File: src/rtl/cpu_sequencer.sv
// Control sequencer upstream of the instruction decoder: owns the PC, the
// instruction register and the one-hot fetch/exec1/exec2 cycle state, and
// halts on STP until resume is pulsed.
module cpu_sequencer #(
    parameter int unsigned ADDR_W = 12,
    parameter int unsigned DATA_W = 16
) (
    input  logic              clk,
    input  logic              reset,
    input  logic [DATA_W-1:0] mem_rdata,
    input  logic              mem_ready,
    input  logic              pc_load,
    input  logic              pc_inc,
    input  logic              resume,
    output logic [2:0]        state,
    output logic [3:0]        inst,
    output logic [ADDR_W-1:0] operand,
    output logic [ADDR_W-1:0] pc,
    output logic              fetch_req,
    output logic              halted
);

    typedef enum logic [2:0] {
        StHalt  = 3'b000,
        StFetch = 3'b001,
        StExec1 = 3'b010,
        StExec2 = 3'b100
    } state_e;

    localparam logic [3:0] OpStp = 4'b0111;
    localparam logic [3:0] OpLda = 4'b1000;
    localparam logic [3:0] OpAdd = 4'b0010;
    localparam logic [3:0] OpSub = 4'b0011;
    localparam logic [3:0] OpXch = 4'b1101;

    state_e            state_q, state_d;
    logic [ADDR_W-1:0] pc_q, pc_d;
    logic [DATA_W-1:0] ir_q, ir_d;

    logic [3:0]        opcode;
    logic              two_exec;

    assign opcode   = ir_q[DATA_W-1 -: 4];
    assign two_exec = (opcode == OpLda) || (opcode == OpAdd) ||
                      (opcode == OpSub) || (opcode == OpXch);

    // Next-state, PC and IR update logic.
    always_comb begin
        state_d = state_q;
        pc_d    = pc_q;
        ir_d    = ir_q;
        case (state_q)
            StFetch: begin
                if (mem_ready) begin
                    ir_d    = mem_rdata;
                    state_d = StExec1;
                end
            end
            StExec1: begin
                // Load wins over increment when the decoder asserts both.
                if (pc_load) begin
                    pc_d = ir_q[ADDR_W-1:0];
                end else if (pc_inc) begin
                    pc_d = pc_q + ADDR_W'(1);
                end
                if (opcode == OpStp) begin
                    state_d = StHalt;
                end else if (two_exec) begin
                    state_d = StExec2;
                end else begin
                    state_d = StFetch;
                end
            end
            StExec2: begin
                state_d = StFetch;
            end
            StHalt: begin
                if (resume) begin
                    pc_d    = pc_q + ADDR_W'(1);
                    state_d = StFetch;
                end
            end
            // Corrupted encodings fall back to FETCH with PC and IR untouched.
            default: begin
                state_d = StFetch;
            end
        endcase
    end

    // State, PC and IR registers with synchronous reset.
    always_ff @(posedge clk) begin
        if (reset) begin
            state_q <= StFetch;
            pc_q    <= '0;
            ir_q    <= '0;
        end else begin
            state_q <= state_d;
            pc_q    <= pc_d;
            ir_q    <= ir_d;
        end
    end

    // Outputs decoded only from registered state.
    always_comb begin
        state     = state_q;
        inst      = ir_q[DATA_W-1 -: 4];
        operand   = ir_q[ADDR_W-1:0];
        pc        = pc_q;
        fetch_req = (state_q == StFetch);
        halted    = (state_q == StHalt);
    end

endmodule

File: config.mk
export PLATFORM = sky130hd
export DESIGN_NAME = cpu_sequencer
export DESIGN_NICKNAME = d
export VERILOG_FILES = /design/src/rtl/cpu_sequencer.sv
export SDC_FILE = /design/constraint.sdc
export NUM_CORES = 1
export LEC_CHECK = 0
export BUFFER_PORTS_ARGS = -buffer_cell sky130_fd_sc_hd__clkbuf_2
export CORE_ASPECT_RATIO = 0.6
export CORE_MARGIN = 1
export CORE_UTILIZATION = 52
export DETAILED_ROUTE_END_ITERATION = 10
export GPL_TIMING_DRIVEN = 0
export PLACE_DENSITY = 0.84
export SYNTH_ARGS = -nofsm -noshare
export SYNTH_HDL_FRONTEND = slang
export SYNTH_SLANG_ARGS = --single-unit
export TNS_END_PERCENT = 30
File: constraint.sdc
create_clock -name clk -period 3.56 [get_ports clk]
set_input_delay 0.356 -clock clk [delete_from_list [all_inputs] [get_ports clk]]
set_output_delay 0.356 -clock clk [all_outputs]
set_load 0.05 [all_outputs]
==> key figures, run 1 <==
GRT
  – Grt ovf: 0
  – Global-route wire length before repair: 6580 microns
  – Met2 Use GR: 37.9%
  – Met3 Track Usage GR: 9.30%
  – Largest net degree at the start of global routing: 11
  – Vias in the first global route: 1376
  – Initial antenna violation count: 0
  – GR peak layer: met1
  – Total GRT Usage: 28.0%
  – Met1 usage: 41.8%

Floorplan
  – IO Pins: 55
  – Die Ht: 43.6 microns
  – FP Rows: 14
  – Die Area: 0.00312 sq mm
  – Initial core utilization: a little under three fifths
  – Core Box Area: 0.00263 sq mm
  – Die width: 71.4 microns

Status
  – Outcome: finished with violations
  – Violated checks: DRC

Clock network
  – H-tree depth: 2
  – Num CTS Buffers: 5
  – Worst skew pair latency: ~0.28 ns
  – Postcts setup bufs: 0
  – Hold buffer count at cts: 0
  – CTS tree: done
  – Resized Gates After CTS: 0
  – Clk buf depth: 2
  – Clock sinks: 31
  – Root buf cell: clkbuf_8
  – Clk pin slew, worst setup/hold paths: 0.07 ns

Run
  – Max-Cap Viols: 0

Timing
  – Final Skew: roughly 0.005 ns
  – Worst setup margin: 1.61 ns
  – Period utilisation layout: 54.8%
  – Final-report hold violation count: 0
  – Post-route minimum period: 1.95 ns
  – Setup Viol. Count Final: 0
  – RSZ-0062 raised after global routing: false
  – Setup_tns: 0 ns
  – Slew Viols, Final: 0
  – Slew at the pin closest to its max-slew limit: 0.665 ns
  – F_max: 512 MHz
  – Slew Limit Headroom: 55.4%

Final layout
  – Multi-input gate area: 815 sq um
  – Synthesis-to-finish area growth: 26.3%
  – N_diodes: 0
  – Leading cell types in the layout, fill and taps excluded: clkbuf_2 (54), nand2_1 (43), dfxtp_1 (31)
  – Final std cells w/o fill: 285
  – Share of cells above drive strength 1: 28.1%
  – Register Area: 621 sq um
  – Commonest non-fill, non-tap cell in the layout: clkbuf_2
  – FILL cells: 234
  – Nets: 275

Critical path
  – CP arrival: 2.10 ns
  – WP data required: 3.71 ns
  – Setup CP Type: reg -> reg
  – Setup crit start kind: flip-flop
  – Crit Path Max Fanout: 10
  – R2r setup slk: 1.61 ns
  – Crit end category: flip-flop

Logic synthesis
  – Post-synth EDFFs: 0
  – Synth async-reset ratio: 0%
  – Synth unique cells: 38
  – Ys flop type: dfxtp_1
  – Seq cells post-synth: 31
  – Post-synth top area share: between 40 and 50%
  – Post-Syn Nets: 214
  – Syn_area_per_cell: 7.87 sq um
  – Area leader, netlist: dfxtp_1
  – Cells after Synth: 191
  – Largest cells by area after synthesis: dfxtp_1 (41%), nand2_1 (11%), a21oi_1 (9.0%)
  – Area of the mapped netlist: 0.00150 sq mm
  – Synth warn: 0
  – Post-synthesis sequential area ratio: 41.3%

Pwr
  – Leakage: between 0.0007 and 0.0008 uW
  – Peak VDD IR: 268 uV
  – Power Density: 459 mW/mm^2

Routing
  – Drt total wl: 3940 microns
  – Vias post-DR: roughly 1.6k
  – WL per Instance: 13.8 microns
  – Initial DRC Count: 141
  – # DRC: 1
  – Drt via density: 5.59
  – Post-DRT Antenna Nets: 0
  – DRT Pass-1 Iters: 7

Worst hold path
  – Worst min path class: in -> reg

Place
  – Placer Congestion: 0.817
  – Post-DP HPWL: approximately 2900 microns
  – Inst Count DP: 277
  – Post-place setup slack: about 1.7 ns
  – PortBufs: 54
power by group:
part | leakage, uW | internal [uW] | switching [uW] | total (uW)
combinational | 0.000495 | 57.0 | 155 | 212
clock | 0.0000412 | 136 | 131 | 268
sequential | 0.000253 | 368 | 24.9 | 392
cell families (layout without fill, tap and decap cells):
kind of cell	after synthesis	after routing	share of synthesized area (%)
compound gates	62	62	25.8
fa+ha+maj	1	1	0.833
buf+inv	16	78	4.50
flops	31	31	41.3
mux	1	1	0.666
simple gates	80	80	26.9
cell usage after synthesis, types with 2 or more instances:
master and count:
nand2b_1 3, and2_1 4, o21ai_0 12, nor2_1 7, nand4_1 2, inv_1 5
nor3_1 4, dfxtp_1 31, a21oi_1 27, nand2_1 43, nand3_1 6, buf_2 3
or3_1 2, o31a_1 2, a211oi_1 8, clkbuf_1 7, a31oi_1 3, o31ai_1 2
routing by layer:
metal / vias to the layer above / part of all wire (%)
li1: 807 / -
met1: 704 / 49
met2: 79 / 41
met3: 2 / 9.8
met4: 0 / 0.51
met5: - / 0
final timing paths:
kind                  from        to  depth (start not counted)
min reg2reg        ir_q[2]   ir_q[2]                          2
max reg2reg       state[2]     pc[9]                          5
max               state[2]     pc[9]                          5
min          mem_rdata[12]  ir_q[12]                          3
metrics by stage:
step	utilization (%)	instance area [sq um]	total power (uW)	hold WS, ns
final	72.2	1900	872	0.297
after global routing	72.2	1900	909	0.314
after CTS	72.2	1900	873	0.288
after detailed placement	69.0	1810	610	0.467
after global placement	69.0	1810	607	0.467
after floorplan	-	1500	551	0.492
registers in the layout, summed over array words and instances (netlist names):
| register | cells |
|---|---|
| state | 3 |
| ir_q | 16 |
| pc | 12 |
critical path, cell delays in order, from the launching register on:
cell and delay [ns]:
dfxtp_1 0.39, o31ai_2 0.64, clkbuf_1 0.41, o31ai_1 0.15, a21oi_1 0.18, a211oi_1 0.06
area by class of cell:
class	count	share of cell area, %
Clock buffer	6	3.82
Buffer	11	2.57
Clock inverter	2	0.659
Sequential cell	31	32.7
Multi-Input combinational cell	144	42.9
Inverter	5	0.989
Timing Repair Buffer	54	14.2
Tap cell	32	2.11
Power figures use the tool's default switching activity.
==> inputs of run 2 (changes only) <==
- CORE_UTILIZATION: 52 -> 48
- PLACE_DENSITY: 0.84 -> 0.79
- clock period: 3.56 -> 1.9 ns (I/O delays scaled with it)
==> run 2 against run 1 <==
Effect of this change: clock skew about the same; final area up 2.3%; the run now ends clean; core utilization down 5.9 points; hold slack worse by 0.17 ns; global-route usage down 1.9 points; largest cell class unchanged; register-to-register slack worse by 1.5 ns.
==> key figures, run 2 (synthesis results as in run 1) <==
Place
  – Inst Count DP: 287 (was 277)
  – PortBufs: 54 (unchanged)
  – Post-DP HPWL: 2940 microns (was 2890 microns)
  – Placer Congestion: 0.800 (was 0.817)
  – Placement Cell Area: 0.00185 sq mm (was 0.00181 sq mm)

Critical path
  – Setup CP Type: reg -> reg (unchanged)
  – WP data required: 2.08 ns (was 3.71 ns)
  – FF-to-FF Start: state[1] (was state[2])
  – Worst path cell trace: buf_4 -> or3b_1 -> o211a_1 -> buf_2 -> buf_2 -> a211oi_1 (was o31ai_2 -> clkbuf_1 -> o31ai_1 -> a21oi_1 -> a211oi_1)
  – FF-to-FF path depth: 6 (was 5)
  – Setup crit start kind: flip-flop (unchanged)
  – Most frequent cell on the critical path: buf_2
  – Max incr delay on CP: 0.38 ns (was 0.64 ns)
  – Critical R2R Capture: pc[8] (was pc[9])
  – R2r setup slk: 0.15 ns (was 1.61 ns)
  – Crit end category: flip-flop (unchanged)
  – Worst path slowest cell: or3b_1 (was o31ai_2)
  – Crit Path Max Fanout: 10 (unchanged)
  – CP arrival: 1.93 ns (was 2.10 ns)

Worst hold path
  – Hold Crit Depth: 3 (unchanged)
  – Worst min path class: in -> reg (unchanged)
  – Worst hold start: mem_rdata[4] (was mem_rdata[12])
  – Worst Hold End: ir_q[4] (was ir_q[12])

Timing
  – RSZ-0062 raised after global routing: false (unchanged)
  – Slew at the pin closest to its max-slew limit: 0.674 ns (was 0.665 ns)
  – Setup_tns: 0 ns (unchanged)
  – Period utilisation layout: 92.1% (was 54.8%)
  – Slew Viols, Final: 0 (unchanged)
  – Slew Limit Headroom: 54.9% (was 55.4%)
  – Setup Viol. Count Final: 0 (unchanged)
  – Final-report hold violation count: 0 (unchanged)
  – Final Skew: 0.00472 ns (was 0.00507 ns)
  – Post-route minimum period: 1.75 ns (was 1.95 ns)
  – F_max: 572 MHz (was 512 MHz)

Pwr
  – Peak VDD IR: 446 uV (was 268 uV)
  – Leakage: 0.000802 uW (was 0.000790 uW)
  – Total power: 1650 uW (was 872 uW)
  – Power Density: 848 mW/mm^2 (was 459 mW/mm^2)

Clock network
  – Clk pin slew, worst setup/hold paths: 0.07 ns (about the same)
  – Clock sinks: 31 (unchanged)
  – H-tree depth: 2 (unchanged)
  – Clk buf depth: 2 (unchanged)
  – Resized Gates After CTS: 1 (was 0)
  – Hold buffer count at cts: 0 (unchanged)
  – Root buf cell: clkbuf_8 (unchanged)
  – Worst skew pair latency: 0.28 ns (about the same)
  – Num CTS Buffers: 5 (unchanged)
  – Postcts setup bufs: 0 (unchanged)
  – CTS tree: done (unchanged)

Final layout
  – Reg with most FFs: ir_q (unchanged)
  – Commonest non-fill, non-tap cell in the layout: clkbuf_2 (unchanged)
  – Post-route cell area: 0.00194 sq mm (was 0.00190 sq mm)
  – Nets: 275 (unchanged)
  – Max reg flops: 16 (unchanged)
  – Register Area: 629 sq um (was 621 sq um)
  – N_diodes: 0 (unchanged)
  – Multi-input gate area: 832 sq um (was 815 sq um)
  – FILL cells: 275 (was 234)
  – Final std cells w/o fill: 295 (was 285)
  – Leading cell types in the layout, fill and taps excluded: clkbuf_2 (56), nand2_1 (42), a21oi_1 (27) (was clkbuf_2 (54), nand2_1 (43), dfxtp_1 (31))
  – Synthesis-to-finish area growth: 29.2% (was 26.3%)
  – Share of cells above drive strength 1: 32.0% (was 28.1%)

Routing
  – # DRC: 0 (was 1)
  – Vias post-DR: 1603 (was 1592)
  – Initial DRC Count: 223 (was 141)
  – Drt via density: 5.43 (was 5.59)
  – WL per Instance: 13.6 microns (was 13.8 microns)
  – DRT Pass-1 Iters: 4 (was 7)
  – Post-DRT Antenna Nets: 0 (unchanged)
  – Drt total wl: 4000 microns (was 3940 microns)

Run
  – Max-Cap Viols: 0 (unchanged)

GRT
  – Vias in the first global route: 1344 (was 1376)
  – Grt ovf: 0 (unchanged)
  – Global-route wire length before repair: 6510 microns (was 6580 microns)
  – Largest net degree at the start of global routing: 11 (unchanged)
  – Total GRT Usage: 26.1% (was 28.0%)
  – Initial antenna violation count: 0 (unchanged)

Floorplan
  – IO Pins: 55 (unchanged)
  – Core Box Area: 0.00293 sq mm (was 0.00263 sq mm)
  – Die Ht: 45.3 microns (was 43.6 microns)
  – Die Area: 0.00337 sq mm (was 0.00312 sq mm)
  – Initial core utilization: 51.3% (was 57.2%)
  – Die width: 74.2 microns (was 71.4 microns)
  – FP Rows: 15 (was 14)

Status
  – Outcome: finished, final reports clean (was finished with violations)
==> run 2: layout make-up <==
type | count | area share [%]
Timing Repair Buffer | 54 | 13.9
Inverter | 5 | 0.966
Tap cell | 42 | 2.71
Clock inverter | 2 | 0.644
Sequential cell | 31 | 32.4
Buffer | 11 | 2.77
Clock buffer | 6 | 3.74
Multi-Input combinational cell | 144 | 42.8
==> run 2: how the worst max path moves through the flow <==
stage	cells after the start	endpoint	start	slack (ns)
2_1_floorplan	4	pc[11]	pc[4]	-0.006
3_3_place_gp	6	pc[9]	state[1]	0.03
3_5_place_dp	6	pc[8]	state[1]	0.03
4_1_cts	5	pc[8]	state[1]	0.17
5_1_grt	6	pc[8]	state[1]	0.07
6_report	6	pc[8]	state[1]	0.15
==> run 2: routing by layer <==
metal / vias to the layer above / global-route usage, % / share of wire (%)
li1: 808 / - / -
met1: 730 / 40.5 / 50
met2: 61 / 35.1 / 42
met3: 4 / 6.47 / 6.9
met4: 0 / 6.79 / 0.55
met5: - / 0 / 0
==> run 2: worst max-delay path, delay by kind of cell (launching register included) <==
family                 cells  cell delay, ns
buffers and inverters      3            0.57
AND/OR/NAND/NOR            1            0.38
AO/OA/AOI/OAI              2            0.38
flip-flops                 1            0.32
==> run 2: report_power, final <==
| part | switching (uW) | internal (uW) |
|---|---|---|
| Sequential | 46.7 | 690 |
| Clock | 247 | 255 |
| Combinational | 293 | 114 |
| Total | 587 | 1060 |
==> run 2: stage by stage <==
stage               setup WS (ns)  util [%]  hold WS, ns
floorplan                -0.00584         -        0.326
global placement           0.0321      63.1        0.416
detailed placement         0.0254      63.1        0.421
CTS                         0.172      66.3        0.121
global route               0.0673      66.3        0.128
finish                      0.150      66.3        0.125
==> inputs of run 3 (changes only) <==
- SKIP_CTS_REPAIR_TIMING: unset -> 1
- clock period: 1.9 -> 1.7 ns (I/O delays scaled with it)
==> run 3 against run 2 <==
Effect of this change: total power increased by 29%; die area unchanged; global-route usage decreased by 0.44 points; core utilization increased by 4.1 points; non-clock buffer count increased by 1; count of clock-buffer cells in the layout increased by 1; clock skew decreased by 0.0027 ns; clock power increased by 62%; cell count increased by 0.34%; sequential share of layout area decreased by 1.1 points; maximum frequency increased by 5.1%; largest cell class unchanged.
==> key figures, run 3 (synthesis results as in run 1) <==
Status
  – Outcome: finished, final reports clean (unchanged)

GRT
  – Initial antenna violation count: 0 (unchanged)
  – Grt ovf: 0 (unchanged)
  – Largest net degree at the start of global routing: 11 (unchanged)
  – Global-route wire length before repair: 6260 microns (was 6510 microns)
  – Vias in the first global route: 1270 (was 1344)
  – Total GRT Usage: 25.6% (was 26.1%)

Clock network
  – Worst skew pair latency: 0.29 ns (was 0.28 ns)
  – CTS tree: done (unchanged)
  – Clk pin slew, worst setup/hold paths: 0.07 ns (about the same)
  – Num CTS Buffers: 5 (unchanged)
  – Clock sinks: 31 (unchanged)
  – Clk buf depth: 2 (unchanged)
  – Root buf cell: clkbuf_8 (unchanged)
  – H-tree depth: 2 (unchanged)

Floorplan
  – Die width: 74.2 microns (unchanged)
  – Die Ht: 45.3 microns (unchanged)
  – FP Rows: 15 (unchanged)
  – IO Pins: 55 (unchanged)
  – Initial core utilization: 51.3% (unchanged)
  – Core Box Area: 0.00293 sq mm (unchanged)
  – Die Area: 0.00337 sq mm (unchanged)

Final layout
  – Leading cell types in the layout, fill and taps excluded: clkbuf_2 (55), nand2_1 (42), a21oi_1 (27) (was clkbuf_2 (56), nand2_1 (42), a21oi_1 (27))
  – Reg with most FFs: ir_q (unchanged)
  – Commonest non-fill, non-tap cell in the layout: clkbuf_2 (unchanged)
  – Final std cells w/o fill: 296 (was 295)
  – Nets: 276 (was 275)
  – Post-layout util: 70.4% (was 66.3%)
  – Share of cells above drive strength 1: 37.4% (was 32.0%)
  – N_diodes: 0 (unchanged)
  – FILL cells: 260 (was 275)
  – Max reg flops: 16 (unchanged)
  – Synthesis-to-finish area growth: 37.1% (was 29.2%)

Timing
  – Slew at the pin closest to its max-slew limit: 0.632 ns (was 0.674 ns)
  – Post-route minimum period: 1.66 ns (was 1.75 ns)
  – Setup_tns: 0 ns (unchanged)
  – Slew Limit Headroom: 57.7% (was 54.9%)
  – F_max: 601 MHz (was 572 MHz)
  – RSZ-0062 raised after global routing: true (was false)
  – Worst setup margin: 0.0354 ns (was 0.150 ns)
  – Setup Viol. Count Final: 0 (unchanged)
  – Slew Viols, Final: 0 (unchanged)
  – Final-report hold violation count: 0 (unchanged)
  – Period utilisation layout: 97.9% (was 92.1%)
  – Final Skew: 0.00206 ns (was 0.00472 ns)

Worst hold path
  – Worst Hold End: ir_q[14] (was ir_q[4])
  – Worst min path class: in -> reg (unchanged)
  – Hold Crit Depth: 3 (unchanged)
  – Worst hold start: mem_rdata[14] (was mem_rdata[4])

Critical path
  – Critical R2R Capture: pc[11] (was pc[8])
  – FF-to-FF Start: pc[3] (was state[1])
  – FF-to-FF path depth: 4 (was 6)
  – Crit Path Max Fanout: 7 (was 10)
  – CP arrival: 1.87 ns (was 1.93 ns)
  – R2r setup slk: 0.04 ns (was 0.15 ns)
  – Setup CP Type: reg -> reg (unchanged)
  – CP startpoint: pc[3] (was state[1])
  – WP data required: 1.90 ns (was 2.08 ns)
  – Max incr delay on CP: 0.55 ns (was 0.38 ns)
  – Worst path slowest cell: or4_4 (was or3b_1)
  – Crit end category: flip-flop (unchanged)
  – Worst path cell trace: nand4_2 -> or4_4 -> o31a_1 -> o32ai_2 (was buf_4 -> or3b_1 -> o211a_1 -> buf_2 -> buf_2 -> a211oi_1)
  – Setup crit start kind: flip-flop (unchanged)

Routing
  – # DRC: 0 (unchanged)
  – Drt total wl: 4090 microns (was 4000 microns)
  – DRT Pass-1 Iters: 4 (unchanged)
  – Drt via density: 5.49 (was 5.43)
  – Vias post-DR: 1626 (was 1603)
  – Initial DRC Count: 152 (was 223)
  – Post-DRT Antenna Nets: 0 (unchanged)
  – WL per Instance: 13.8 microns (was 13.6 microns)

Pwr
  – Power Density: 1030 mW/mm^2 (was 848 mW/mm^2)
  – Peak VDD IR: 592 uV (was 446 uV)
  – Leakage: 0.000850 uW (was 0.000802 uW)
  – Total power: 2120 uW (was 1650 uW)

Place
  – Post-DP HPWL: 2950 microns (was 2940 microns)
  – Inst Count DP: 287 (unchanged)
  – PortBufs: 54 (unchanged)
  – Placer Congestion: 0.832 (was 0.800)
  – Post-place setup slack: -0.154 ns (was 0.0254 ns)

Run
  – Max-Cap Viols: 0 (unchanged)
## run 3: changes by cell type in the layout (fill, tap and decap cells not counted), moves of 2 or more
cell	previous run	this run
dfxtp_1	24	18
dfxtp_4	0	3
o21ai_0	12	9
buf_6	0	3
a211oi_2	0	2
buf_2	2	0
dfxtp_2	7	10
o21ai_1	0	2
a211oi_1	8	6
## run 3: worst max path at each step
stage	to	cells after the start
2_1_floorplan	ir_q[6]	7
3_3_place_gp	pc[6]	5
3_5_place_dp	pc[6]	5
4_1_cts	pc[6]	5
5_1_grt	pc[11]	4
6_report	pc[11]	4
## run 3: per-layer routing
| layer | track usage [%] | up-vias | routed length [microns] |
|---|---|---|---|
| li1 | - | 812 | - |
| met2 | 34.7 | 61 | 1640 |
| met4 | 5.66 | 0 | 44 |
| met3 | 9.15 | 5 | 243 |
| met1 | 38.3 | 748 | 2170 |
| met5 | 0 | - | 0 |
## run 3: power by group
group | switching [uW] | internal (uW) | total (uW)
Sequential | 56.2 | 770 | 827
Clock | 285 | 527 | 812
Combinational | 333 | 144 | 477
## run 3: per-stage QoR
| step | instance area (sq um) | hold WS [ns] |
|---|---|---|
| 4_1_cts | 2000 | 0.0932 |
| 2_1_floorplan | 1550 | 0.306 |
| 3_5_place_dp | 1880 | 0.401 |
| 6_report | 2060 | 0.0973 |
| 3_3_place_gp | 1880 | 0.399 |
| 5_1_grt | 2060 | 0.0907 |
## run 3: final cells by class
| type | instances | area (sq um) | share of cell area, % |
|---|---|---|---|
| Buffer | 11 | 82.6 | 4.01 |
| Clock buffer | 7 | 97.6 | 4.74 |
| Clock inverter | 1 | 30.0 | 1.46 |
| Inverter | 5 | 18.8 | 0.911 |
| Multi-Input combinational cell | 144 | 857 | 41.6 |
| Sequential cell | 31 | 644 | 31.3 |
| Tap cell | 42 | 52.6 | 2.55 |
| Timing Repair Buffer | 55 | 278 | 13.5 |
## run 3: worst max-delay path, delay by kind of cell, from the launching register on
family / cells / cell delay [ns]
simple gates: 2 / 0.73
compound gates: 2 / 0.45
flops: 1 / 0.41
